$ cat src/rtl/axon_array_if.sv
// -----------------------------------------------------------------------------
// axon_array_if
// Purpose : Bundles the tile-request handshake and the array/buffer control
//           outputs of axon_array_ctrl into one interface.
// Modports: master - layer scheduler / testbench side (drives start, k_len)
//           slave  - axon_array_ctrl side (drives all status and control)
// Signals : start, k_len            tile request and reduction length
//           busy, done              tile status
//           psum_clr, feed_en,
//           feed_idx                PE clear and operand injection control
//           eject_ctrl, out_valid,
//           out_col_idx             output-chain eject/shift control
// -----------------------------------------------------------------------------
interface axon_array_if #(
  parameter int COLS    = 4,
  parameter int K_WIDTH = 8
);
  localparam int CW = (COLS > 1) ? $clog2(COLS) : 1;

  logic               start;
  logic [K_WIDTH-1:0] k_len;
  logic               busy;
  logic               done;
  logic               psum_clr;
  logic               feed_en;
  logic [K_WIDTH-1:0] feed_idx;
  logic [COLS-1:0]    eject_ctrl;
  logic               out_valid;
  logic [CW-1:0]      out_col_idx;

  modport master (
    output start, k_len,
    input  busy, done, psum_clr, feed_en, feed_idx,
    input  eject_ctrl, out_valid, out_col_idx
  );

  modport slave (
    input  start, k_len,
    output busy, done, psum_clr, feed_en, feed_idx,
    output eject_ctrl, out_valid, out_col_idx
  );
endinterface

$ cat src/rtl/axon_array_ctrl.sv
// -----------------------------------------------------------------------------
// axon_array_ctrl
// Purpose : Per-tile sequencer for a ROWS x COLS output-stationary PE array.
//           IDLE -> CLEAR (1) -> FEED (K) -> DRAIN (ROWS+COLS) -> EJECT (1)
//           -> SHIFT (COLS) -> DONE (1) -> IDLE.
// Ports   : clk  - rising-edge clock
//           rst  - asynchronous active-high reset, aborts any tile silently
//           bus  - axon_array_if.slave: start/k_len in; busy, done, psum_clr,
//                  feed_en, feed_idx, eject_ctrl, out_valid, out_col_idx out
// All outputs are flops loaded from the next-state decode, so each output
// appears in the same cycle the FSM enters the corresponding state and there
// is no combinational path from start/k_len to any output.
// -----------------------------------------------------------------------------
module axon_array_ctrl #(
  parameter int ROWS    = 4,
  parameter int COLS    = 4,
  parameter int K_WIDTH = 8
) (
  input logic          clk,
  input logic          rst,
  axon_array_if.slave  bus
);
  localparam int CW     = (COLS > 1) ? $clog2(COLS) : 1;
  localparam int SPAN_W = $clog2(ROWS + COLS + 1);
  // One counter serves FEED, DRAIN and SHIFT, so it must hold K-1 as well
  // as ROWS+COLS-1.
  localparam int CNT_W  = (K_WIDTH > SPAN_W) ? K_WIDTH : SPAN_W;

  localparam logic [CNT_W-1:0] DRAIN_LAST = CNT_W'(ROWS + COLS - 1);
  localparam logic [CNT_W-1:0] SHIFT_LAST = CNT_W'(COLS - 1);

  typedef enum logic [2:0] {
    S_IDLE  = 3'd0,
    S_CLEAR = 3'd1,
    S_FEED  = 3'd2,
    S_DRAIN = 3'd3,
    S_EJECT = 3'd4,
    S_SHIFT = 3'd5,
    S_DONE  = 3'd6
  } state_t;

  state_t             state_r, state_nx;
  logic [CNT_W-1:0]   cnt_r, cnt_nx;
  logic [K_WIDTH-1:0] k_r, k_nx;
  logic [CNT_W-1:0]   k_last_s;

  logic               busy_r, busy_nx;
  logic               done_r, done_nx;
  logic               psum_clr_r, psum_clr_nx;
  logic               feed_en_r, feed_en_nx;
  logic [K_WIDTH-1:0] feed_idx_r, feed_idx_nx;
  logic [COLS-1:0]    eject_ctrl_r, eject_ctrl_nx;
  logic               out_valid_r, out_valid_nx;
  logic [CW-1:0]      out_col_idx_r, out_col_idx_nx;

  // Last FEED index; only consulted when K != 0, so the K=0 underflow is harmless.
  assign k_last_s = CNT_W'(k_r) - CNT_W'(1);

  // Next-state, counter and latched-K decode.
  always_comb begin
    state_nx = state_r;
    cnt_nx   = cnt_r;
    k_nx     = k_r;
    case (state_r)
      S_IDLE: begin
        if (bus.start) begin
          state_nx = S_CLEAR;
          k_nx     = bus.k_len;
          cnt_nx   = {CNT_W{1'b0}};
        end else begin
          state_nx = S_IDLE;
        end
      end
      S_CLEAR: begin
        cnt_nx = {CNT_W{1'b0}};
        if (k_r == {K_WIDTH{1'b0}}) begin
          state_nx = S_DRAIN;
        end else begin
          state_nx = S_FEED;
        end
      end
      S_FEED: begin
        if (cnt_r == k_last_s) begin
          state_nx = S_DRAIN;
          cnt_nx   = {CNT_W{1'b0}};
        end else begin
          cnt_nx   = cnt_r + CNT_W'(1);
        end
      end
      S_DRAIN: begin
        if (cnt_r == DRAIN_LAST) begin
          state_nx = S_EJECT;
          cnt_nx   = {CNT_W{1'b0}};
        end else begin
          cnt_nx   = cnt_r + CNT_W'(1);
        end
      end
      S_EJECT: begin
        state_nx = S_SHIFT;
        cnt_nx   = {CNT_W{1'b0}};
      end
      S_SHIFT: begin
        if (cnt_r == SHIFT_LAST) begin
          state_nx = S_DONE;
          cnt_nx   = {CNT_W{1'b0}};
        end else begin
          cnt_nx   = cnt_r + CNT_W'(1);
        end
      end
      S_DONE: begin
        state_nx = S_IDLE;
        cnt_nx   = {CNT_W{1'b0}};
      end
      default: begin
        state_nx = S_IDLE;
        cnt_nx   = {CNT_W{1'b0}};
        k_nx     = {K_WIDTH{1'b0}};
      end
    endcase
  end

  // Output decode from the state being entered, so the flopped outputs line up with the state.
  always_comb begin
    busy_nx        = (state_nx != S_IDLE);
    done_nx        = (state_nx == S_DONE);
    psum_clr_nx    = (state_nx == S_CLEAR);
    feed_en_nx     = (state_nx == S_FEED);
    out_valid_nx   = (state_nx == S_SHIFT);
    feed_idx_nx    = {K_WIDTH{1'b0}};
    eject_ctrl_nx  = {COLS{1'b0}};
    out_col_idx_nx = {CW{1'b0}};
    if (state_nx == S_FEED) begin
      feed_idx_nx = cnt_nx[K_WIDTH-1:0];
    end else begin
      feed_idx_nx = {K_WIDTH{1'b0}};
    end
    if (state_nx == S_EJECT) begin
      eject_ctrl_nx = {COLS{1'b1}};
    end else begin
      eject_ctrl_nx = {COLS{1'b0}};
    end
    // The edge column leaves the chain first, so the index counts down.
    if (state_nx == S_SHIFT) begin
      out_col_idx_nx = CW'(SHIFT_LAST - cnt_nx);
    end else begin
      out_col_idx_nx = {CW{1'b0}};
    end
  end

  // State, counter and latched-K registers.
  always_ff @(posedge clk or posedge rst) begin
    if (rst) begin
      state_r <= S_IDLE;
      cnt_r   <= {CNT_W{1'b0}};
      k_r     <= {K_WIDTH{1'b0}};
    end else begin
      state_r <= state_nx;
      cnt_r   <= cnt_nx;
      k_r     <= k_nx;
    end
  end

  // Output registers.
  always_ff @(posedge clk or posedge rst) begin
    if (rst) begin
      busy_r        <= 1'b0;
      done_r        <= 1'b0;
      psum_clr_r    <= 1'b0;
      feed_en_r     <= 1'b0;
      feed_idx_r    <= {K_WIDTH{1'b0}};
      eject_ctrl_r  <= {COLS{1'b0}};
      out_valid_r   <= 1'b0;
      out_col_idx_r <= {CW{1'b0}};
    end else begin
      busy_r        <= busy_nx;
      done_r        <= done_nx;
      psum_clr_r    <= psum_clr_nx;
      feed_en_r     <= feed_en_nx;
      feed_idx_r    <= feed_idx_nx;
      eject_ctrl_r  <= eject_ctrl_nx;
      out_valid_r   <= out_valid_nx;
      out_col_idx_r <= out_col_idx_nx;
    end
  end

  assign bus.busy        = busy_r;
  assign bus.done        = done_r;
  assign bus.psum_clr    = psum_clr_r;
  assign bus.feed_en     = feed_en_r;
  assign bus.feed_idx    = feed_idx_r;
  assign bus.eject_ctrl  = eject_ctrl_r;
  assign bus.out_valid   = out_valid_r;
  assign bus.out_col_idx = out_col_idx_r;
endmodule

$ cat src/flat_wrapper.sv
// flat-port wrapper written by rule: the top's interface ports become plain ports
module axon_array_ctrl_flat 
#(
  parameter int ROWS    = 4,
  parameter int COLS    = 4,
  parameter int K_WIDTH = 8
)
  (clk, rst, bus_start, bus_k_len, bus_busy, bus_done, bus_psum_clr, bus_feed_en, bus_feed_idx, bus_eject_ctrl, bus_out_valid, bus_out_col_idx);
  axon_array_if #(.COLS(COLS), .K_WIDTH(K_WIDTH)) bus_i ();
  input logic clk;
  input logic rst;
  input wire logic [$bits(bus_i.start)-1:0] bus_start;
  input wire logic [$bits(bus_i.k_len)-1:0] bus_k_len;
  output wire logic [$bits(bus_i.busy)-1:0] bus_busy;
  output wire logic [$bits(bus_i.done)-1:0] bus_done;
  output wire logic [$bits(bus_i.psum_clr)-1:0] bus_psum_clr;
  output wire logic [$bits(bus_i.feed_en)-1:0] bus_feed_en;
  output wire logic [$bits(bus_i.feed_idx)-1:0] bus_feed_idx;
  output wire logic [$bits(bus_i.eject_ctrl)-1:0] bus_eject_ctrl;
  output wire logic [$bits(bus_i.out_valid)-1:0] bus_out_valid;
  output wire logic [$bits(bus_i.out_col_idx)-1:0] bus_out_col_idx;
  assign bus_i.start = bus_start;
  assign bus_i.k_len = bus_k_len;
  assign bus_busy = bus_i.busy;
  assign bus_done = bus_i.done;
  assign bus_psum_clr = bus_i.psum_clr;
  assign bus_feed_en = bus_i.feed_en;
  assign bus_feed_idx = bus_i.feed_idx;
  assign bus_eject_ctrl = bus_i.eject_ctrl;
  assign bus_out_valid = bus_i.out_valid;
  assign bus_out_col_idx = bus_i.out_col_idx;
  axon_array_ctrl #(.ROWS(ROWS), .COLS(COLS), .K_WIDTH(K_WIDTH)) u_core (.clk(clk), .rst(rst), .bus(bus_i));
endmodule
$ cat config.mk
export PLATFORM = sky130hd
export DESIGN_NAME = axon_array_ctrl_flat
export DESIGN_NICKNAME = d
export VERILOG_FILES = /design/src/rtl/axon_array_if.sv /design/src/rtl/axon_array_ctrl.sv /design/src/flat_wrapper.sv
export SDC_FILE = /design/constraint.sdc
export NUM_CORES = 1
export LEC_CHECK = 0
export BUFFER_PORTS_ARGS = -buffer_cell sky130_fd_sc_hd__buf_2
export CAP_MARGIN = 20
export CORE_MARGIN = 4
export CORE_UTILIZATION = 56
export CTS_BUF_LIST = sky130_fd_sc_hd__clkbuf_16
export DETAILED_ROUTE_END_ITERATION = 8
export GPL_ROUTABILITY_DRIVEN = 0
export PLACE_DENSITY_LB_ADDON = 0.25
export SLEW_MARGIN = 10
export SYNTH_ARGS = -nofsm -noshare
export SYNTH_HDL_FRONTEND = slang
export SYNTH_SLANG_ARGS = --single-unit
$ cat constraint.sdc
create_clock -name clk -period 2.48 [get_ports clk]
set_input_delay 0.496 -clock clk [delete_from_list [all_inputs] [get_ports clk]]
set_output_delay 0.496 -clock clk [all_outputs]
set_load 0.05 [all_outputs]
After elaboration in Yosys (flattened, before gate mapping)
Cells that the tools add are included.
Word-level totals
  register bits: 38
  output and inout port bits: 19
  word-level logic and storage cells: 51
Operators by class
  add/subtract/negate cells: 3
  eq/ne operators: 15
  mux-type cells: 16
  bitwise operators: 1
  reduce and logical (&&, ||, !) cells: 5
Operators with widths (count)
  8-bit 2-to-1 mux: 6
  8-bit one-hot mux with 4 select lines: 1
  3-bit equality test, second input constant: 6
  3-bit one-hot mux with 6 select lines: 1
  8-bit one-hot mux with 2 select lines: 1
  3-bit by 2-bit equality test with 1-bit output, second input constant: 3
  3-bit 2-to-1 mux: 3
  8-bit by 1-bit adder with 8-bit output, second input constant: 1
  8-bit by 2-bit equality test with 1-bit output, second input constant: 1
  8-bit by 3-bit equality test with 1-bit output, second input constant: 1
  8-bit equality test: 1
  8-bit logical NOT: 1
  8-bit by 1-bit subtractor with 8-bit output, second input constant: 1
  3-bit by 1-bit equality test with 1-bit output, second input constant: 2
  6-bit OR reduction: 1
  4-bit 2-to-1 mux: 1
  3-bit logical NOT: 1
  3-bit nonzero test: 1
  1-bit 2-to-1 mux: 2
  2-bit 2-to-1 mux: 1
  2-bit inequality test, second input constant: 1
  2-bit AND reduction: 1
  2-bit subtractor, first input constant: 1
  1-bit inverter: 1

Logic depth before layout (Yosys ltp)
Gate-level depths: netlist of run 1.
  depth after elaboration: 6
  gate-level depth with buffers: 9

Worst setup path before layout of run 1
OpenSTA, ideal clock, no wires.
  kind: flip-flop to flip-flop
  from: register u_core.k_r[0]
  to: register u_core.busy_r (netlist: u_core.bus.busy)
  arrival: 2.020 ns
  required time: 2.349 ns
  setup slack: 0.329 ns
  stages on the path, launching flop included: 9
  path buffers: 0
  clock period less this slack: 2.151 ns
  cells stage by stage: dfrtp_1 inv_1 ha_1 xor2_1 nand2_1 a31oi_1 a2111oi_4 a2111o_1 or3_1
On the way
  longest elaborated chain between the ends: 5
  elaborated cells between the ends (all ways): 7
Ends and longest elaborated chain
  from (decl): RTL line axon_array_ctrl.sv:44  | logic [K_WIDTH-1:0] k_r, k_nx;
  from (signal assigned): RTL line axon_array_ctrl.sv:155  | k_r <= {K_WIDTH{1'b0}};
  from (signal assigned): RTL line axon_array_ctrl.sv:159  | k_r <= k_nx;
  8-bit by 1-bit subtractor with 8-bit output: RTL line axon_array_ctrl.sv:57  | assign k_last_s = CNT_W'(k_r) - CNT_W'(1);
  8-bit equality test: RTL line axon_array_ctrl.sv:83  | if (cnt_r == k_last_s) begin
  3-bit 2-to-1 mux: RTL line axon_array_ctrl.sv:83
  3-bit one-hot mux with 6 select lines (*): RTL line axon_array_ctrl.sv:64  | case (state_r)
  named net u_core.state_nx[0]: RTL line axon_array_ctrl.sv:42  | state_t state_r, state_nx;
  3-bit nonzero test (*): RTL line axon_array_ctrl.sv:124  | busy_nx = (state_nx != S_IDLE);
  named net u_core.busy_nx: RTL line axon_array_ctrl.sv:47  | logic busy_r, busy_nx;
  to (signal assigned): RTL line axon_array_ctrl.sv:175  | busy_r <= busy_nx;
  to (decl): RTL line axon_array_ctrl.sv:47
The timed path passes the listed nets; every way through them passes the cells marked *.
A chain may end at the register's enable or synchronous reset.

Worst setup path in the final report of run 1
Ends and elaborated chain as after synthesis.

==> results.toml, run 1 <==
[sta]
worst_slew_pin_slew_ns = 0.554
fmax_mhz = 416
whs_ns = 0.302
final.period_utilization_pct = 96.9
setup_viol = 0
timing.final.hold_violations = 0
period_needed_ns = 2.40
clock_skew_ns = 0.00307
drv_slew = 0
maxSlewHeadroom_pct = 63.0
rsz0062_at_grt = "true"

[clock_tree]
cts_htree_levels = 2
path_clk_slew_ns = 0.05
cts_tree = "done"
cts_sinks = 35
root_buffer = "clkbuf_16"
ctsLongestPathBuffers = 2
cts_made_buffers = 5
insertion_delay_ns = 0.27

[worst_setup_path]
slowest_delay_ns = 0.45
cp.arrival_ns = 2.55
path_cells = "inv_1 > ha_1 > xor2_1 > nand2_1 > a31oi_2 > a2111oi_4 > a2111o_1 > or3_1"
crit_fanout = 6
path_buf_inv = 1
critPathTopFamily = "compound AO/OA/AOI/OAI gates"
crit_type = "reg -> reg"
cpMaxStageDelayCell = "dfrtp_1"
critPathRequiredTime_ns = 2.63
crit_path_end_kind = "flip-flop"
start_kind = "flip-flop"

[synth]
synth.largest_area_cell = "dfrtp_1"
synth_mux_area_share_pct = 0.505
yosysMostFrequentCell = "dfrtp_1"
synth-xor-area-share_pct = 6.13
syn_nets = 225
yosys_warnings = 0
ys_types = 48
yosysSeqAreaShare_pct = 44.2
synth_area_leaders = "dfrtp_1, nor2_1, nand2_1, nand3_1, xor2_1"
ys_seq_elements = 35
syn_inst = 211
synth_fa_ha_area_share_pct = 1.90
synth-edff-count = 0
synth_top_family_by_area = "simple AND/OR/NAND/NOR gates"
synth_compound_area_share_pct = 17.4
netlist_area_um2 = 1980
ys.flop_type = "dfrtp_1"
avgSynthCellArea_um2 = 9.39
yosys-top-cells-count = "dfrtp_1, nor2_1, nand2_1, nand3_1, a21oi_1"
synthSimpleGateAreaFrac_pct = 22.9
synthArstFlopShare_pct = 100
netlist.area_leader.share_pct = 44.2

[global_route]
gr-usage-met3_pct = 5.66
antenna_found_initial = 0
grt_pass1_vias = 1435
grt_use_total_pct = 20.4
grt_max_degree = 36
grtUsageMet2_pct = 32.6
grt_pass1_wl_um = 6900
grtUsageMet1_pct = 26.7
grt_most_used_layer = "met2"
grt_overflow_total = 0

[route]
drt-total-wl_um = 4150
ant_nets = 0
post_drt_wl_per_cell_um = 14.6
vias_per_cell = 5.70
drt-initial-drc-count = 130
detail_route.first_pass.iterations = 4
vias = 1620
drc = 0

[finish]
stdcell_area_um2 = 2290
drive_gt1_share_pct = 24.4
nets = 252
num_antenna_cells = 0
syn2layout_area_growth_pct = 15.7

[floorplanning]
dieHeight_um = 67.5
die-area_um2 = 4550
die_w_um = 67.5
core_area_um2 = 3360
start_util_pct = 58.9
std_cell_rows = 21
io_pins = 30

[power_and_ir_drop]
power_density_nw_per_um2 = 1280
leakage_uw = 0.00105
peakVddDrop_mv = 0.628
total_power_uw = 2940

[place]
place_area_um2 = 2140
portBuffers = 29
dp_hpwl_um = 2980

[outcome]
status = "completed"

[worst_hold_path]
hold_class = "in -> async"

[flow_run]
cap_viol_max_count = 0
where the power goes:
part / switching, uW / internal (uW) / leakage, uW / total, uW
combinational: 918 / 529 / 0.000526 / 1450
clock: 208 / 360 / 0.0000671 / 567
sequential: 195 / 730 / 0.000461 / 925
total: 1320 / 1620 / 0.00105 / 2940
logic make-up (layout without fill, tap and decap cells):
kind of cell | count (synthesis) | count (layout)
buffers and inverters | 27 | 53
AOI/OAI and AO/OA | 46 | 47
muxes | 1 | 1
and+or+nand+nor | 86 | 86
xor gates and xnor gates | 13 | 13
adders and majority gates | 3 | 3
DFF | 35 | 35
cell type report:
class	count	area (um^2)
Clock buffer	5	125
Clock inverter	2	8.76
Fill cell	302	1070
Inverter	10	37.5
Multi-Input combinational cell	150	988
Sequential cell	35	876
Tap cell	46	57.6
Timing Repair Buffer	36	198
sequential cells by signal, indices dropped and copies added, names as in the netlist:
signal                  flops
u_core.cnt_r                8
u_core.bus.feed_idx         8
u_core.bus.out_valid        1
u_core.bus.out_col_idx      2
u_core.bus.psum_clr         1
u_core.bus.feed_en          1
u_core.bus.eject_ctrl       1
u_core.bus.done             1
u_core.state_r              3
u_core.k_r                  8
u_core.bus.busy             1
cells in the final DEF (no fill, tap or decap), types with 5 or more instances in the layout:
master and instances:
a21oi_1 12, buf_2 29, buf_4 7, clkbuf_16 5, dfrtp_1 35, inv_1 10
nand2_1 19, nand3_1 14, nor2_1 20, nor3_1 6, o22ai_1 8, xor2_1 8
tightest hold or removal path, stage by stage:
cell and delay, ns:
buf_2 0.09, inv_1 0.04, buf_4 0.37
worst paths after layout:
kind	from	end	slack (ns)	cells past startpoint
min in group clk	bus_k_len[0]	u_core.k_r[0]$_DFFE_PP0P_	0.48	3
setup / recovery	u_core.k_r[0]$_DFFE_PP0P_	u_core.bus.busy$_DFF_PP0_	0.08	8
setup reg to reg	u_core.k_r[0]$_DFFE_PP0P_	u_core.bus.busy$_DFF_PP0_	0.08	8
hold reg to reg	u_core.cnt_r[0]$_DFF_PP0_	u_core.bus.feed_idx[0]$_DFF_PP0_	0.60	2
hold / removal	rst	u_core.k_r[3]$_DFFE_PP0P_	0.30	3
max in group asynchronous	rst	u_core.bus.feed_idx[5]$_DFF_PP0_	1.88	3
through the flow:
step           worst slack (ns)  utilization (%)  cells  TNS (ns)
6_report                 0.0778             68.1    284         0
2_1_floorplan             0.329                -    211         0
5_1_grt                 -0.0500             68.1    284   -0.0500
4_1_cts                  0.0440             67.5    283         0
3_5_place_dp             0.0640             63.5    276         0
3_3_place_gp              0.124             63.5    276         0
timing repair:
| item | CTS | global route |
|---|---|---|
| hold buffers | 0 | 0 |
| endpoints found under the setup margin | 0 | 12 |
| buffers inserted | 0 | 0 |
| gates resized for setup | 0 | 1 |
metal layers:
metal  up-vias  part of all wire (%)
met2        44                    50
met3         6                   5.2
li1        805                     -
met5         -                     0
met4         0                   1.4
met1       765                    43
Power figures use the tool's default switching activity.
==> run 2, diff against run 1 <==
--- a/config.mk
+++ b/config.mk
@@ -7,6 +7,7 @@
 export LEC_CHECK = 0
 export BUFFER_PORTS_ARGS = -buffer_cell sky130_fd_sc_hd__buf_2
 export CAP_MARGIN = 20
+export CORE_ASPECT_RATIO = 0.6
 export CORE_MARGIN = 4
 export CORE_UTILIZATION = 56
 export CTS_BUF_LIST = sky130_fd_sc_hd__clkbuf_16
@@ -17,3 +18,4 @@
 export SYNTH_ARGS = -nofsm -noshare
 export SYNTH_HDL_FRONTEND = slang
 export SYNTH_SLANG_ARGS = --single-unit
+export TNS_END_PERCENT = 30
==> run 2 against run 1 <==
Against the previous run:
- die area increased by 0.68%
- core utilization increased by 0.29 points
- non-clock buffer count decreased by 1
- worst setup slack improved by 0.046 ns
- global-route usage decreased by 0.91 points
==> results.toml, run 2 (synthesis results as in run 1) <==
[clock_tree]
post_cts_buffers = 0
postCtsHoldBufs = 0
insertion_delay_ns = 0.27
cts_htree_levels = 2
root_buffer = "clkbuf_16"
path_clk_slew_ns = 0.05
cts_sinks = 35
cts_tree = "done"
cts_made_buffers = 5
ctsLongestPathBuffers = 2

[floorplanning]
io_pins = 30
std_cell_rows = 16
dieHeight_um = 54.1
core_area_um2 = 3320
die-area_um2 = 4580
die_w_um = 84.8
start_util_pct = 59.6

[worst_setup_path]
crit_path_end_kind = "flip-flop"
worstReg2RegEnd = "u_core.bus.busy$_DFF_PP0_"
r2r_start = "u_core.cnt_r[1]$_DFF_PP0_"
crit_type = "reg -> reg"
critPathRequiredTime_ns = 2.64
crit_start = "u_core.cnt_r[1]$_DFF_PP0_"
crit_end = "u_core.bus.busy$_DFF_PP0_"
reg2reg_depth = 7
r2r_slack_ns = 0.12
start_kind = "flip-flop"
cp.arrival_ns = 2.51
crit_fanout = 4

[finish]
syn2layout_area_growth_pct = 14.8
final_cells = 281
num_antenna_cells = 0
nets = 250
final_common_cell = "dfrtp_1"
final_cell_mix = "dfrtp_1, buf_2, nor2_1, nand2_1, nand3_1"
stdcell_area_um2 = 2270
drive_gt1_share_pct = 24.6

[global_route]
grt_max_degree = 36
grt_overflow_total = 0
antenna_found_initial = 0
grt_pass1_wl_um = 6920
grt_pass1_vias = 1414
grt_use_total_pct = 19.5

[sta]
timing.final.hold_violations = 0
drv_slew = 0
fmax_mhz = 424
worst_slew_pin_slew_ns = 0.559
maxSlewHeadroom_pct = 62.7
final.period_utilization_pct = 95.0
period_needed_ns = 2.36
clock_skew_ns = 0.00260
setup_viol = 0

[power_and_ir_drop]
total_power_uw = 2940
leakage_uw = 0.00105
power_density_nw_per_um2 = 1290
peakVddDrop_mv = 0.731

[route]
drc = 0
drt-initial-drc-count = 135
detail_route.first_pass.iterations = 4
post_drt_wl_per_cell_um = 15.1
vias = 1641
drt-total-wl_um = 4230
vias_per_cell = 5.84
ant_nets = 0

[place]
place_area_um2 = 2130
place_inst = 274
dp_hpwl_um = 3010
portBuffers = 29

[worst_hold_path]
hold_class = "in -> async"

[outcome]
status = "completed"

[flow_run]
cap_viol_max_count = 0
run 2: worst min path at each step:
stage / startpoint / to / slack [ns] / cells after the start
6_report: rst / u_core.bus.feed_idx[6]$_DFF_PP0_ / 0.31 / 3
5_1_grt: rst / u_core.bus.feed_idx[5]$_DFF_PP0_ / 0.37 / 3
4_1_cts: rst / u_core.bus.feed_idx[4]$_DFF_PP0_ / 0.33 / 3
3_5_place_dp: u_core.cnt_r[0]$_DFF_PP0_ / u_core.bus.feed_idx[0]$_DFF_PP0_ / 0.58 / 2
3_3_place_gp: u_core.cnt_r[1]$_DFF_PP0_ / u_core.cnt_r[1]$_DFF_PP0_ / 0.57 / 2
2_1_floorplan: u_core.cnt_r[1]$_DFF_PP0_ / u_core.cnt_r[1]$_DFF_PP0_ / 0.51 / 2
run 2: cell type report:
class	count	area, um^2
flip-flops and latches	35	877
well taps	45	56.3
multi-input cells	149	973
fillers	267	1050
clock inverters	2	13.8
repair buffers	35	190
inverters	10	37.5
clock buffers	5	125
run 2: timing repair:
item,in CTS,in global routing
hold endpoints to repair,0,0
endpoints found under the setup margin,0,3
gates resized for setup,0,2
run 2: worst max-delay path, stage by stage (launching register included):
cell	delay [ns]
dfrtp_1	0.42
ha_1	0.25
nor4b_4	0.25
nand3_1	0.17
a32oi_1	0.25
nor3_1	0.07
a2111o_1	0.45
or3_1	0.37
run 2: metal layers:
metal	part of all wire (%)	up-vias	global-route usage, %
met4	0.73	0	5.00
met1	51	798	30.6
met3	5.9	7	5.35
met5	0	-	0
met2	42	46	25.8
li1	-	790	-
run 2: report_power, final:
group	total (uW)	switching (uW)	internal, uW
sequential	934	203	731
combinational	1420	891	525
clock	587	221	365
total	2940	1320	1620
run 2: per-stage QoR:
| stage | utilization [%] | setup WS, ns | TNS [ns] | hold slack, ns |
|---|---|---|---|---|
| 2_1_floorplan | - | 0.329 | 0 | 0.515 |
| 3_3_place_gp | 64.0 | 0.112 | 0 | 0.575 |
| 3_5_place_dp | 64.0 | 0.119 | 0 | 0.583 |
| 4_1_cts | 68.2 | 0.115 | 0 | 0.326 |
| 5_1_grt | 68.4 | -0.0102 | -0.0192 | 0.367 |
| 6_report | 68.4 | 0.124 | 0 | 0.310 |
==> run 3, diff against run 2 <==
--- a/config.mk
+++ b/config.mk
@@ -14,6 +14,7 @@
 export DETAILED_ROUTE_END_ITERATION = 8
 export GPL_ROUTABILITY_DRIVEN = 0
 export PLACE_DENSITY_LB_ADDON = 0.25
+export RECOVER_POWER = 25
 export SLEW_MARGIN = 10
 export SYNTH_ARGS = -nofsm -noshare
 export SYNTH_HDL_FRONTEND = slang
==> run 3 against run 2 <==
Against the previous run:
- the run now ends with capacitance limit, slew limit left
- critical path depth unchanged
- register-to-register slack about the same
- power is 0.11% lower
- routed wire length down 1.3%
- hold slack better by 0.18 ns
- largest cell class unchanged
- largest power group unchanged
==> results.toml, run 3 (synthesis results as in run 1) <==
[finish]
drive_gt1_share_pct = 24.2
multi_input_area_um2 = 973
syn2layout_area_growth_pct = 14.6
stdcell_area_um2 = 2270
num_antenna_cells = 0
final_common_cell = "dfrtp_1"
fillers = 267
final_cell_mix = "dfrtp_1, buf_2, nor2_1, nand2_1, nand3_1"
nets = 250
regArea_um2 = 877

[sta]
clock_skew_ns = 0.00266
fmax_mhz = 427
tns_ns = 0
maxSlewHeadroom_pct = -20.2
setup_viol = 0
period_needed_ns = 2.34
drv_slew = 36
whs_ns = 0.487
timing.final.hold_violations = 0
final.period_utilization_pct = 94.5
worst_slew_pin_slew_ns = 1.80
setup_ws_ns = 0.136

[route]
post_drt_wl_per_cell_um = 14.9
vias_per_cell = 5.87
vias = 1649
drt-total-wl_um = 4180
drt-initial-drc-count = 131
detail_route.first_pass.iterations = 4
drc = 0
ant_nets = 0

[worst_setup_path]
crit_type = "reg -> reg"
cp.arrival_ns = 2.50
crit_path_end_kind = "flip-flop"
critPathRequiredTime_ns = 2.63
crit_fanout = 4
start_kind = "flip-flop"

[global_route]
grt_use_total_pct = 19.5
antenna_found_initial = 0
grt_overflow_total = 0
grt_pass1_vias = 1414
grt_pass1_wl_um = 6920
grt_max_degree = 36

[floorplanning]
die-area_um2 = 4580
io_pins = 30
die_w_um = 84.8
dieHeight_um = 54.1
std_cell_rows = 16
start_util_pct = 59.6
core_area_um2 = 3320

[outcome]
status = "complete, but fails checks"
violations = "capacitance limit, slew limit"

[place]
portBuffers = 29
place_area_um2 = 2130
dp_hpwl_um = 3010
preCtsSetupSlack_ns = 0.119

[worst_hold_path]
hold_class = "in -> reg"

[power_and_ir_drop]
power_density_nw_per_um2 = 1290
total_power_uw = 2930
peakVddDrop_mv = 0.729
leakage_uw = 0.00105

[clock_tree]
root_buffer = "clkbuf_16"
path_clk_slew_ns = 0.05
cts_htree_levels = 2
ctsLongestPathBuffers = 2
insertion_delay_ns = 0.27
cts_tree = "done"
cts_sinks = 35
cts_made_buffers = 5

[flow_run]
cap_viol_max_count = 1
-- run 3: cell types whose count changed in the layout (fill, tap and decap cells not counted) --
cell,change
clkbuf_1,+1
buf_4,-1
-- run 3: final timing paths --
kind	depth (start not counted)	startpoint	slack, ns	endpoint
worst max-delay path	7	u_core.cnt_r[1]$_DFF_PP0_	0.14	u_core.bus.busy$_DFF_PP0_
worst min-delay path	3	bus_k_len[3]	0.49	u_core.k_r[3]$_DFFE_PP0P_
worst max register to register	7	u_core.cnt_r[1]$_DFF_PP0_	0.14	u_core.bus.busy$_DFF_PP0_
worst min register to register	2	u_core.cnt_r[1]$_DFF_PP0_	0.60	u_core.cnt_r[1]$_DFF_PP0_
max in group asynchronous	3	rst	0.46	u_core.k_r[0]$_DFFE_PP0P_
min in group asynchronous	3	rst	0.84	u_core.bus.feed_idx[5]$_DFF_PP0_
-- run 3: worst max-delay path, stage by stage (launching register included) --
cell and delay [ns]:
dfrtp_1 0.42, ha_1 0.25, nor4b_4 0.26, nand3_1 0.17, a32oi_1 0.24, nor3_1 0.07
a2111o_1 0.44, or3_1 0.37
-- run 3: report_power, final --
part           total, uW  internal (uW)  switching [uW]
clock                585            365             220
sequential           934            731             203
combinational       1410            524             890
total               2930           1620            1310
-- run 3: layout make-up --
cell class	count	share of cell area [%]
clock buffers	5	5.51
well taps	45	2.48
clock inverters	2	0.606
multi-input cells	149	42.9
inverters	10	1.65
flip-flops and latches	35	38.6
repair buffers	35	8.21
-- run 3: what timing repair did --
action	in CTS	in global routing
setup buffers	0	0
hold endpoints to repair	0	0
hold buffers	0	0
endpoints found under the setup margin	0	3
resized for setup	0	2
-- run 3: per-layer routing --
layer	vias to the layer above	routed length [um]	GRT usage, %
met2	64	1750	25.8
li1	793	-	-
met4	0	29	5.00
met3	7	333	5.35
met1	785	2060	30.6
met5	-	0	0
-- run 3: per-stage QoR --
step	std cells	utilization, %
final	281	68.3
after global routing	281	68.3
after CTS	281	68.2
after detailed placement	274	64.0
after global placement	274	64.0
after floorplan	211	-
